### src/rtl/err_cnt_pkg.sv
// Shared types and default sizing for the per-chain error counter readout block.
package err_cnt_pkg;

  localparam int DEF_NUM_CH      = 20;
  localparam int DEF_CNT_W       = 12;
  localparam int DEF_SYNC_STAGES = 2;

  typedef enum logic [1:0] {
    ST_IDLE  = 2'd0,
    ST_SNAP  = 2'd1,
    ST_SHIFT = 2'd2,
    ST_DONE  = 2'd3
  } state_e;

endpackage

### src/rtl/err_cnt_readout_sync_edge_det.sv
// Multi-flop synchronizer for one asynchronous strobe, plus a one-cycle
// rising-edge pulse on the synchronized level.
module sync_edge_det #(
  parameter int STAGES = 2
) (
  input  logic clk_i,
  input  logic rst_n_i,
  input  logic d_i,
  output logic level_o,
  output logic rise_o
);

  logic [STAGES-1:0] sync_q;
  logic              prev_q;

  always_ff @(posedge clk_i or negedge rst_n_i) begin
    if (!rst_n_i) begin
      sync_q <= '0;
      prev_q <= 1'b0;
    end else begin
      sync_q[0] <= d_i;
      for (int s = 1; s < STAGES; s++) begin
        sync_q[s] <= sync_q[s-1];
      end
      prev_q <= sync_q[STAGES-1];
    end
  end

  assign level_o = sync_q[STAGES-1];
  assign rise_o  = sync_q[STAGES-1] & ~prev_q;

endmodule

### src/rtl/err_cnt_readout.sv
// Per-chain saturating error counters with a snapshot + bit-serial readout
// paced by the RPi. Define ERR_CNT_PARITY_EN to append an XOR parity bit.
module err_cnt_readout
  import err_cnt_pkg::*;
#(
  parameter int NUM_CH      = DEF_NUM_CH,
  parameter int CNT_W       = DEF_CNT_W,
  parameter int SYNC_STAGES = DEF_SYNC_STAGES,
  parameter int CLR_ON_SNAP = 1
) (
  input  logic              CLK,
  input  logic              RST_B,
  input  logic [NUM_CH-1:0] DUT_Q,
  input  logic [NUM_CH-1:0] EXP_Q,
  input  logic              CMP_EN,
  input  logic              CLR,
  input  logic              SAVE_DATA,
  input  logic              DATA_CLK,
  output logic              DATA_OUT,
  output logic              BUSY,
  output logic              FRAME_DONE,
  output logic [1:0]        STATE_DBG
);

  localparam int DATA_W = NUM_CH * CNT_W;
`ifdef ERR_CNT_PARITY_EN
  localparam int FRAME_LEN = DATA_W + 1;
`else
  localparam int FRAME_LEN = DATA_W;
`endif
  localparam int IDX_W = $clog2(FRAME_LEN + 1);
  localparam logic [CNT_W-1:0] CNT_MAX = '1;

  state_e state_q, state_d;

  logic save_lvl, save_rise;
  logic dclk_lvl_unused, dclk_rise;

  sync_edge_det #(.STAGES(SYNC_STAGES)) u_save_sync (
    .clk_i   (CLK),
    .rst_n_i (RST_B),
    .d_i     (SAVE_DATA),
    .level_o (save_lvl),
    .rise_o  (save_rise)
  );

  sync_edge_det #(.STAGES(SYNC_STAGES)) u_dclk_sync (
    .clk_i   (CLK),
    .rst_n_i (RST_B),
    .d_i     (DATA_CLK),
    .level_o (dclk_lvl_unused),
    .rise_o  (dclk_rise)
  );

  // DUT_Q is synchronized; EXP_Q and CMP_EN get the same depth so they line up.
  logic [NUM_CH-1:0]      dut_pipe_q [SYNC_STAGES];
  logic [NUM_CH-1:0]      exp_pipe_q [SYNC_STAGES];
  logic [SYNC_STAGES-1:0] cmp_pipe_q;

  always_ff @(posedge CLK or negedge RST_B) begin
    if (!RST_B) begin
      for (int s = 0; s < SYNC_STAGES; s++) begin
        dut_pipe_q[s] <= '0;
        exp_pipe_q[s] <= '0;
      end
      cmp_pipe_q <= '0;
    end else begin
      dut_pipe_q[0] <= DUT_Q;
      exp_pipe_q[0] <= EXP_Q;
      cmp_pipe_q[0] <= CMP_EN;
      for (int s = 1; s < SYNC_STAGES; s++) begin
        dut_pipe_q[s] <= dut_pipe_q[s-1];
        exp_pipe_q[s] <= exp_pipe_q[s-1];
        cmp_pipe_q[s] <= cmp_pipe_q[s-1];
      end
    end
  end

  logic [NUM_CH-1:0] mismatch;
  assign mismatch = {NUM_CH{cmp_pipe_q[SYNC_STAGES-1]}} &
                    (dut_pipe_q[SYNC_STAGES-1] ^ exp_pipe_q[SYNC_STAGES-1]);

  logic [CNT_W-1:0] cnt_q [NUM_CH];
  logic [CNT_W-1:0] cnt_d [NUM_CH];
  logic             snap;

  assign snap = (state_q == ST_SNAP);

  // Clear-on-snap keeps a mismatch landing in the SNAP cycle as a count of 1.
  always_comb begin
    for (int i = 0; i < NUM_CH; i++) begin
      cnt_d[i] = cnt_q[i];
      if (CLR) begin
        cnt_d[i] = '0;
      end else if (snap && (CLR_ON_SNAP != 0)) begin
        cnt_d[i] = CNT_W'(mismatch[i]);
      end else if (mismatch[i] && (cnt_q[i] != CNT_MAX)) begin
        cnt_d[i] = cnt_q[i] + 1'b1;
      end
    end
  end

  always_ff @(posedge CLK or negedge RST_B) begin
    if (!RST_B) begin
      for (int i = 0; i < NUM_CH; i++) begin
        cnt_q[i] <= '0;
      end
    end else begin
      for (int i = 0; i < NUM_CH; i++) begin
        cnt_q[i] <= cnt_d[i];
      end
    end
  end

  // Channel 0 lands in the top bits so it leaves first, MSB first.
  logic [DATA_W-1:0] cnt_flat;
  always_comb begin
    cnt_flat = '0;
    for (int i = 0; i < NUM_CH; i++) begin
      cnt_flat[DATA_W-1-i*CNT_W -: CNT_W] = cnt_q[i];
    end
  end

  logic [FRAME_LEN-1:0] shadow_q, shadow_d, shadow_load;
  logic [IDX_W-1:0]     idx_q, idx_d;
  logic                 last_bit;

`ifdef ERR_CNT_PARITY_EN
  assign shadow_load = {cnt_flat, ^cnt_flat};
`else
  assign shadow_load = cnt_flat;
`endif

  assign last_bit = (idx_q == IDX_W'(FRAME_LEN - 1));

  always_comb begin
    shadow_d = shadow_q;
    idx_d    = idx_q;
    if (state_q == ST_SNAP) begin
      shadow_d = shadow_load;
      idx_d    = '0;
    end else if ((state_q == ST_SHIFT) && dclk_rise) begin
      shadow_d = shadow_q << 1;
      idx_d    = idx_q + 1'b1;
    end
  end

  always_ff @(posedge CLK or negedge RST_B) begin
    if (!RST_B) begin
      shadow_q <= '0;
      idx_q    <= '0;
    end else begin
      shadow_q <= shadow_d;
      idx_q    <= idx_d;
    end
  end

  always_ff @(posedge CLK or negedge RST_B) begin
    if (!RST_B) begin
      state_q <= ST_IDLE;
    end else begin
      state_q <= state_d;
    end
  end

  always_comb begin
    state_d = state_q;
    unique case (state_q)
      ST_IDLE:  if (save_rise) state_d = ST_SNAP;
      ST_SNAP:  state_d = ST_SHIFT;
      ST_SHIFT: if (dclk_rise && last_bit) state_d = ST_DONE;
      ST_DONE:  if (!save_lvl) state_d = ST_IDLE;
      default:  state_d = ST_IDLE;
    endcase
  end

  always_comb begin
    BUSY       = (state_q == ST_SNAP) || (state_q == ST_SHIFT);
    FRAME_DONE = (state_q == ST_DONE);
    DATA_OUT   = (state_q == ST_SHIFT) ? shadow_q[FRAME_LEN-1] : 1'b0;
    STATE_DBG  = state_q;
  end

endmodule
### config.mk
export PLATFORM = sky130hd
export DESIGN_NAME = err_cnt_readout
export DESIGN_NICKNAME = d
export VERILOG_FILES = /design/src/rtl/err_cnt_pkg.sv /design/src/rtl/err_cnt_readout_sync_edge_det.sv /design/src/rtl/err_cnt_readout.sv
export SDC_FILE = /design/constraint.sdc
export NUM_CORES = 1
export LEC_CHECK = 0
export CAP_MARGIN = 20
export CORE_ASPECT_RATIO = 0.8
export CORE_MARGIN = 2
export CORE_UTILIZATION = 55
export DETAILED_ROUTE_END_ITERATION = 10
export PLACE_DENSITY = 0.72
export SLEW_MARGIN = 5
export SYNTH_ARGS = -nofsm -noshare
export SYNTH_HDL_FRONTEND = slang
export SYNTH_SLANG_ARGS = --single-unit
### constraint.sdc
create_clock -name CLK -period 5.4 [get_ports CLK]
set_clock_uncertainty 0.15 [all_clocks]
set_input_delay 0.81 -clock CLK [delete_from_list [all_inputs] [get_ports CLK]]
set_output_delay 0.81 -clock CLK [all_outputs]
set_load 0.02 [all_outputs]
* Yosys cells after proc, flatten, opt, wreduce, memory -nomap -nowiden
Cells that the tools add are included.
Cells by class: bitwise operators 6, mux-type cells 69, add/subtract/negate cells 21, equal/unequal tests 27, reductions and logical operators 46
Operators with widths (count):
- 12-bit two-way mux | 60
- 240-bit two-way mux | 2
- 12-bit by 1-bit adder with 12-bit output, second input constant | 20
- 12-bit inequality test, second input constant | 20
- 3-bit nonzero test | 20
- 1-bit logical AND | 22
- 20-bit bitwise AND | 1
- 20-bit bitwise XOR | 1
- 8-bit two-way mux | 2
- 8-bit by 1-bit adder with 8-bit output, second input constant | 1
- 8-bit == test, second input constant | 1
- 2-bit one-hot mux with 4 select lines | 1
- 2-bit two-way mux | 3
- 2-bit == test, second input constant | 2
- 2-bit inequality test, second input constant | 2
- 3-bit AND reduction | 1
- 1-bit bitwise AND | 2
- 2-bit by 1-bit == test with 1-bit output, second input constant | 1
- 2-bit zero test | 1
- 2-bit by 1-bit inequality test with 1-bit output, second input constant | 1
- 1-bit inverter | 2
- 2-bit nonzero test | 1
- 1-bit logical OR | 1
- 1-bit two-way mux | 1
Storage, ports and cells: output and inout port bits 5, bits in registers 578, bits of input ports 46

* Depth between registers and ports, before layout
word-level depth 6, mapped depth 9

* Modules after synthesis
From an unflattened synthesis, not the netlist that was laid out.
Unflattened totals: cells, all modules 2677, area total of the unflattened synthesis 27328.7 µm²
By module, submodules not included:
- err_cnt_readout | area an instance 27151.0 µm², cells an instance 2669, times used 1
- sync_edge_det | area an instance 88.8 µm², cells an instance 4, times used 2

* Least setup slack after synthesis
Ideal clock, no wire load.
kind flip-flop to flip-flop, start register state_q[1] (netlist: STATE_DBG[1]), end register cnt_q, in the netlist cnt_flat[57], slack 3.142 ns, library setup time 0.110 ns, data arrival time 1.998 ns, cell stages (with the launch flop) 10, buffers on the path 4, period minus slack after synthesis 2.258 ns, path through dfrtp_1 -> inv_1 -> ha_1 -> clkbuf_1 -> buf_2 -> nor2_1 -> clkbuf_1 -> clkbuf_1 -> o311ai_0 -> o41ai_1
On the way: longest elaborated chain between the ends 3, elaborated cells on any way between the ends 4, those cells by class eq/ne (1); mux (2); reduce/logical (1)
RTL lines:
- start: declaration | RTL line err_cnt_readout.sv:34 | state_e state_q, state_d;
- start signal: assignment | RTL line err_cnt_readout.sv:162 | state_q <= state_d;
- 2-bit by 1-bit == test with 1-bit output * | RTL line err_cnt_readout.sv:87 | assign snap = (state_q == ST_SNAP);
- 12-bit two-way mux | RTL line err_cnt_readout.sv:95 | end else if (snap && (CLR_ON_SNAP != 0)) begin
- 12-bit two-way mux | RTL line err_cnt_readout.sv:93 | if (CLR) begin
- end signal: indexed assignment | RTL line err_cnt_readout.sv:110 | cnt_q[i] <= cnt_d[i];
- end: declaration | RTL line err_cnt_readout.sv:83 | logic [CNT_W-1:0] cnt_q [NUM_CH];
Mark *: on every way between the ends. The rest lies on a longest branch, timed or not. A chain may end at the register's enable or synchronous reset.

* Worst setup path in the final report
start register state_q[0] (netlist: STATE_DBG[0]), end output port DATA_OUT
On the way: longest elaborated chain between the ends 2
RTL lines:
- 2-bit == test | RTL line err_cnt_readout.sv:180 | DATA_OUT = (state_q == ST_SHIFT) ? shadow_q[FRAME_LEN-1] : 1'b0;
- 1-bit two-way mux | RTL line err_cnt_readout.sv:180
- end: declaration | RTL line err_cnt_readout.sv:19 | output logic DATA_OUT,
Every way passes these cells.

==> results.py <==
metrics = {
    "status": {
        "status": "finished, final reports clean",
    },
    "placement": {
        "gp_congestion": 0.8331,
        "hpwl_mm": 34.50,
        "io_buffers": 50,
        "dp_slack_ns": 2.331,
    },
    "synth": {
        "syn_nets": 2744,
        "synth_area_sq_mm": 0.02728,
        "yosys-top-cells-count": "dfrtp_1, nand2_1, o21ai_0",
        "ys_seq_area_frac": 0.5302,
        "yosysTopAreaCellShare": 0.5302,
        "yosys-top-cells-area": "dfrtp_1, mux2i_1, nand2_1",
        "yosysWarnings": 0,
        "ys_ff_latch": 578,
        "synth_edf_count": 0,
        "ys.flop_type": "dfrtp_1",
        "yosysTopAreaCell": "dfrtp_1",
        "syn_inst": 2672,
        "syn_avg_cell_area_sq_um": 10.21,
        "synth.distinct_cells": 60,
        "yosysMostFrequentCell": "dfrtp_1",
        "async_flop_share": 1.000,
    },
    "critical_path": {
        "reg2reg_depth": 7,
        "path_class": "flip-flop to output port",
        "cp_max_fo": 5,
        "cp_cell_sequence": "inv_1 > ha_1 > and2_1 > clkdlybuf4s50_1",
        "critPathLaunch": "STATE_DBG[0]",
        "required_ns": 4.44,
        "r2r_start": "STATE_DBG[1]",
        "cp.buffers_inverters": 2,
        "r2r_setup_slack_ns": 2.44,
        "end_kind": "output port",
        "path_delay_family": "buffers and inverters",
        "slowest_stage": "clkdlybuf4s50_1",
        "critPathLaunchType": "flip-flop",
        "reg2reg_to": "cnt_flat[168]",
        "critical_path_depth": 4,
        "arrival_ns": 2.20,
        "slowest_delay_ns": 0.60,
        "endpoint": "DATA_OUT",
    },
    "die": {
        "dieHeight_um": 203.2,
        "io_pins": 51,
        "start_util": 0.5608,
        "num_rows": 72,
        "core_area_sq_mm": 0.04865,
        "chipWidth_um": 253.0,
        "fp.dieArea_sq_mm": 0.05141,
    },
    "timing": {
        "slew-limit-headroom": 0.3501,
        "fmax_ghz": 0.3165,
        "maxSlewViolCount": 0,
        "worst_pin_slew_ns": 0.9667,
        "finalSetupTns_ns": 0,
        "rsz0062_at_grt": "false",
        "fin_crit_sh": 0.5851,
        "fin_ws_ns": 2.240,
        "finalSetupViolations": 0,
        "min_period_ns": 3.160,
        "hold_violations": 0,
    },
    "power": {
        "pwr-share-comb": 0.162,
        "ir_drop_mv": 0.3241,
        "power.leakage_nw": 11.65,
        "p_per_area_mw_per_mm2": 345.3,
        "total_power_mw": 10.45,
        "internal_power_mw": 7.421,
        "p_seq_frac": 0.450,
        "netSwitchingFraction": 0.2897,
        "switching_power_mw": 3.026,
        "p_clk_frac": 0.388,
    },
    "layout": {
        "drive_gt1_frac": 0.05798,
        "area_delta_synth_final_pct": 10.92,
        "final_nets": 2733,
        "finish.utilization": 0.6220,
    },
    "clock_network": {
        "cts_buffer_depth": 3,
        "cts_buffers": 56,
        "post_cts_buffers": 0,
        "root_buffer": "clkbuf_16",
        "tritoncts": "built",
        "clkSlewWorstSetupHoldPaths_ns": 0.06,
        "insertion_delay_ns": 0.61,
        "ctsHoldBuffers": 0,
        "clock-sinks": 578,
        "post_cts_resized": 0,
        "h-tree-depth": 2,
    },
    "job": {
        "drv_cap": 0,
    },
    "routing": {
        "wl_mm": 56.51,
        "antenna_left": 0,
        "dr_total_vias": 20650,
        "drc": 0,
        "dr.pass1.iters": 6,
        "first_iter_violations": 1780,
        "avgRoutedWirePerCell_um": 16.93,
        "via_per_inst": 6.185,
    },
    "grt": {
        "antenna_found_initial": 0,
        "track_usage": 0.2248,
        "grt_max_degree": 249,
        "grt_first_pass_wirelength_mm": 97.45,
        "grt_pass1_vias": 20160,
        "overflow": 0,
    },
    "hold_path": {
        "hold_path.class": "input port to async pin",
    },
}
[layer usage]
metal | wire [um] | part of all wire | track usage | vias up
li1 | - | - | - | 9941
met1 | 26860 | 0.48 | 0.3201 | 10100
met2 | 25730 | 0.46 | 0.3607 | 515
met3 | 2704 | 0.048 | 0.02987 | 97
met4 | 1219 | 0.022 | 0.07037 | 0
met5 | 0 | 0 | 0 | -
[cell families (layout without fill, tap and decap cells)]
group | after synthesis | in the layout | synth area share
simple gates | 933 | 933 | 0.1775
compound gates | 637 | 637 | 0.1411
flops | 578 | 578 | 0.5302
mux | 280 | 280 | 0.1028
buf+inv | 194 | 230 | 0.02876
fa+ha+maj | 26 | 26 | 0.01192
xor+xnor | 24 | 24 | 0.007706
other cells | 0 | 2 | 0
[flip-flops by register name, indices dropped and copies added (netlist names)]
name	count
STATE_DBG	2
cmp_pipe_q	2
cnt_flat	240
dut_pipe_q	40
exp_pipe_q	40
idx_q	8
shadow_q	240
u_dclk_sync.prev_q	1
u_dclk_sync.sync_q	2
u_save_sync.prev_q	1
u_save_sync.sync_q	2
[layout by cell type, fill, tap and decap left out, drive strengths merged, types with 4 or more instances in the layout]
master / Yosys / layout
inv: 40 / 42
o2111ai: 5 / 5
o311ai: 12 / 12
a21oi: 125 / 125
nor4b: 14 / 14
a31oi: 13 / 13
and2: 6 / 6
ha: 26 / 26
bufinv: 0 / 5
nor4: 49 / 49
o211ai: 21 / 21
nand4: 69 / 69
and4: 19 / 19
o31a: 14 / 14
and3: 25 / 25
o31ai: 91 / 91
a311oi: 6 / 6
nand2: 416 / 416
o21a: 6 / 6
or4: 95 / 95
o21ai: 289 / 289
or3: 59 / 59
o41ai: 23 / 23
nor3: 52 / 52
buf: 46 / 36
clkdlybuf4s50: 0 / 48
nor2: 45 / 45
nand3: 70 / 70
mux2i: 279 / 279
dfrtp: 578 / 578
a211oi: 4 / 4
clkbuf: 108 / 84
xor2: 21 / 21
clkinv: 0 / 13
[metrics by stage]
step           instances  hold slack, ns  instance area (sq um)
2_1_floorplan       2672          0.1812                  27280
3_3_place_gp        3229          0.1819                  28290
3_5_place_dp        3229          0.1847                  28290
4_1_cts             3334          0.1735                  30240
5_1_grt             3337          0.2053                  30250
6_report            3339          0.1611                  30260
[cell type report]
class / count / area (sq um)
fill: 3870 / 18390
sequential: 578 / 14470
multi-input combinational: 1900 / 12060
clock buffer: 83 / 1694
timing repair buffer: 85 / 845.8
tap: 629 / 787.0
clock inverter: 22 / 247.7
inverter: 40 / 150.1
antenna: 2 / 5.005
[power by group through the flow]
stage               clock network, mW  registers [mW]  logic (mW)
CTS                              4.16            4.70        1.70
finish                           4.06            4.70        1.69
detailed placement                  0            4.77        1.70
floorplan                           0            4.74        1.23
global placement                    0            4.76        1.65
global route                     4.35            4.73        1.89
[worst min-delay path by stage]
| stage | startpoint | end | slack (ns) | depth (start not counted) |
|---|---|---|---|---|
| 6_report | RST_B | shadow_q[19] | 0.16 | 1 |
| 5_1_grt | dut_pipe_q[20] | dut_pipe_q[0] | 0.21 | 0 |
| 4_1_cts | RST_B | shadow_q[18] | 0.17 | 1 |
| 3_5_place_dp | dut_pipe_q[30] | dut_pipe_q[10] | 0.18 | 0 |
| 3_3_place_gp | exp_pipe_q[31] | exp_pipe_q[11] | 0.18 | 0 |
| 2_1_floorplan | cmp_pipe_q[0] | cmp_pipe_q[1] | 0.18 | 0 |
No activity file was read; power rests on OpenSTA's default activity.
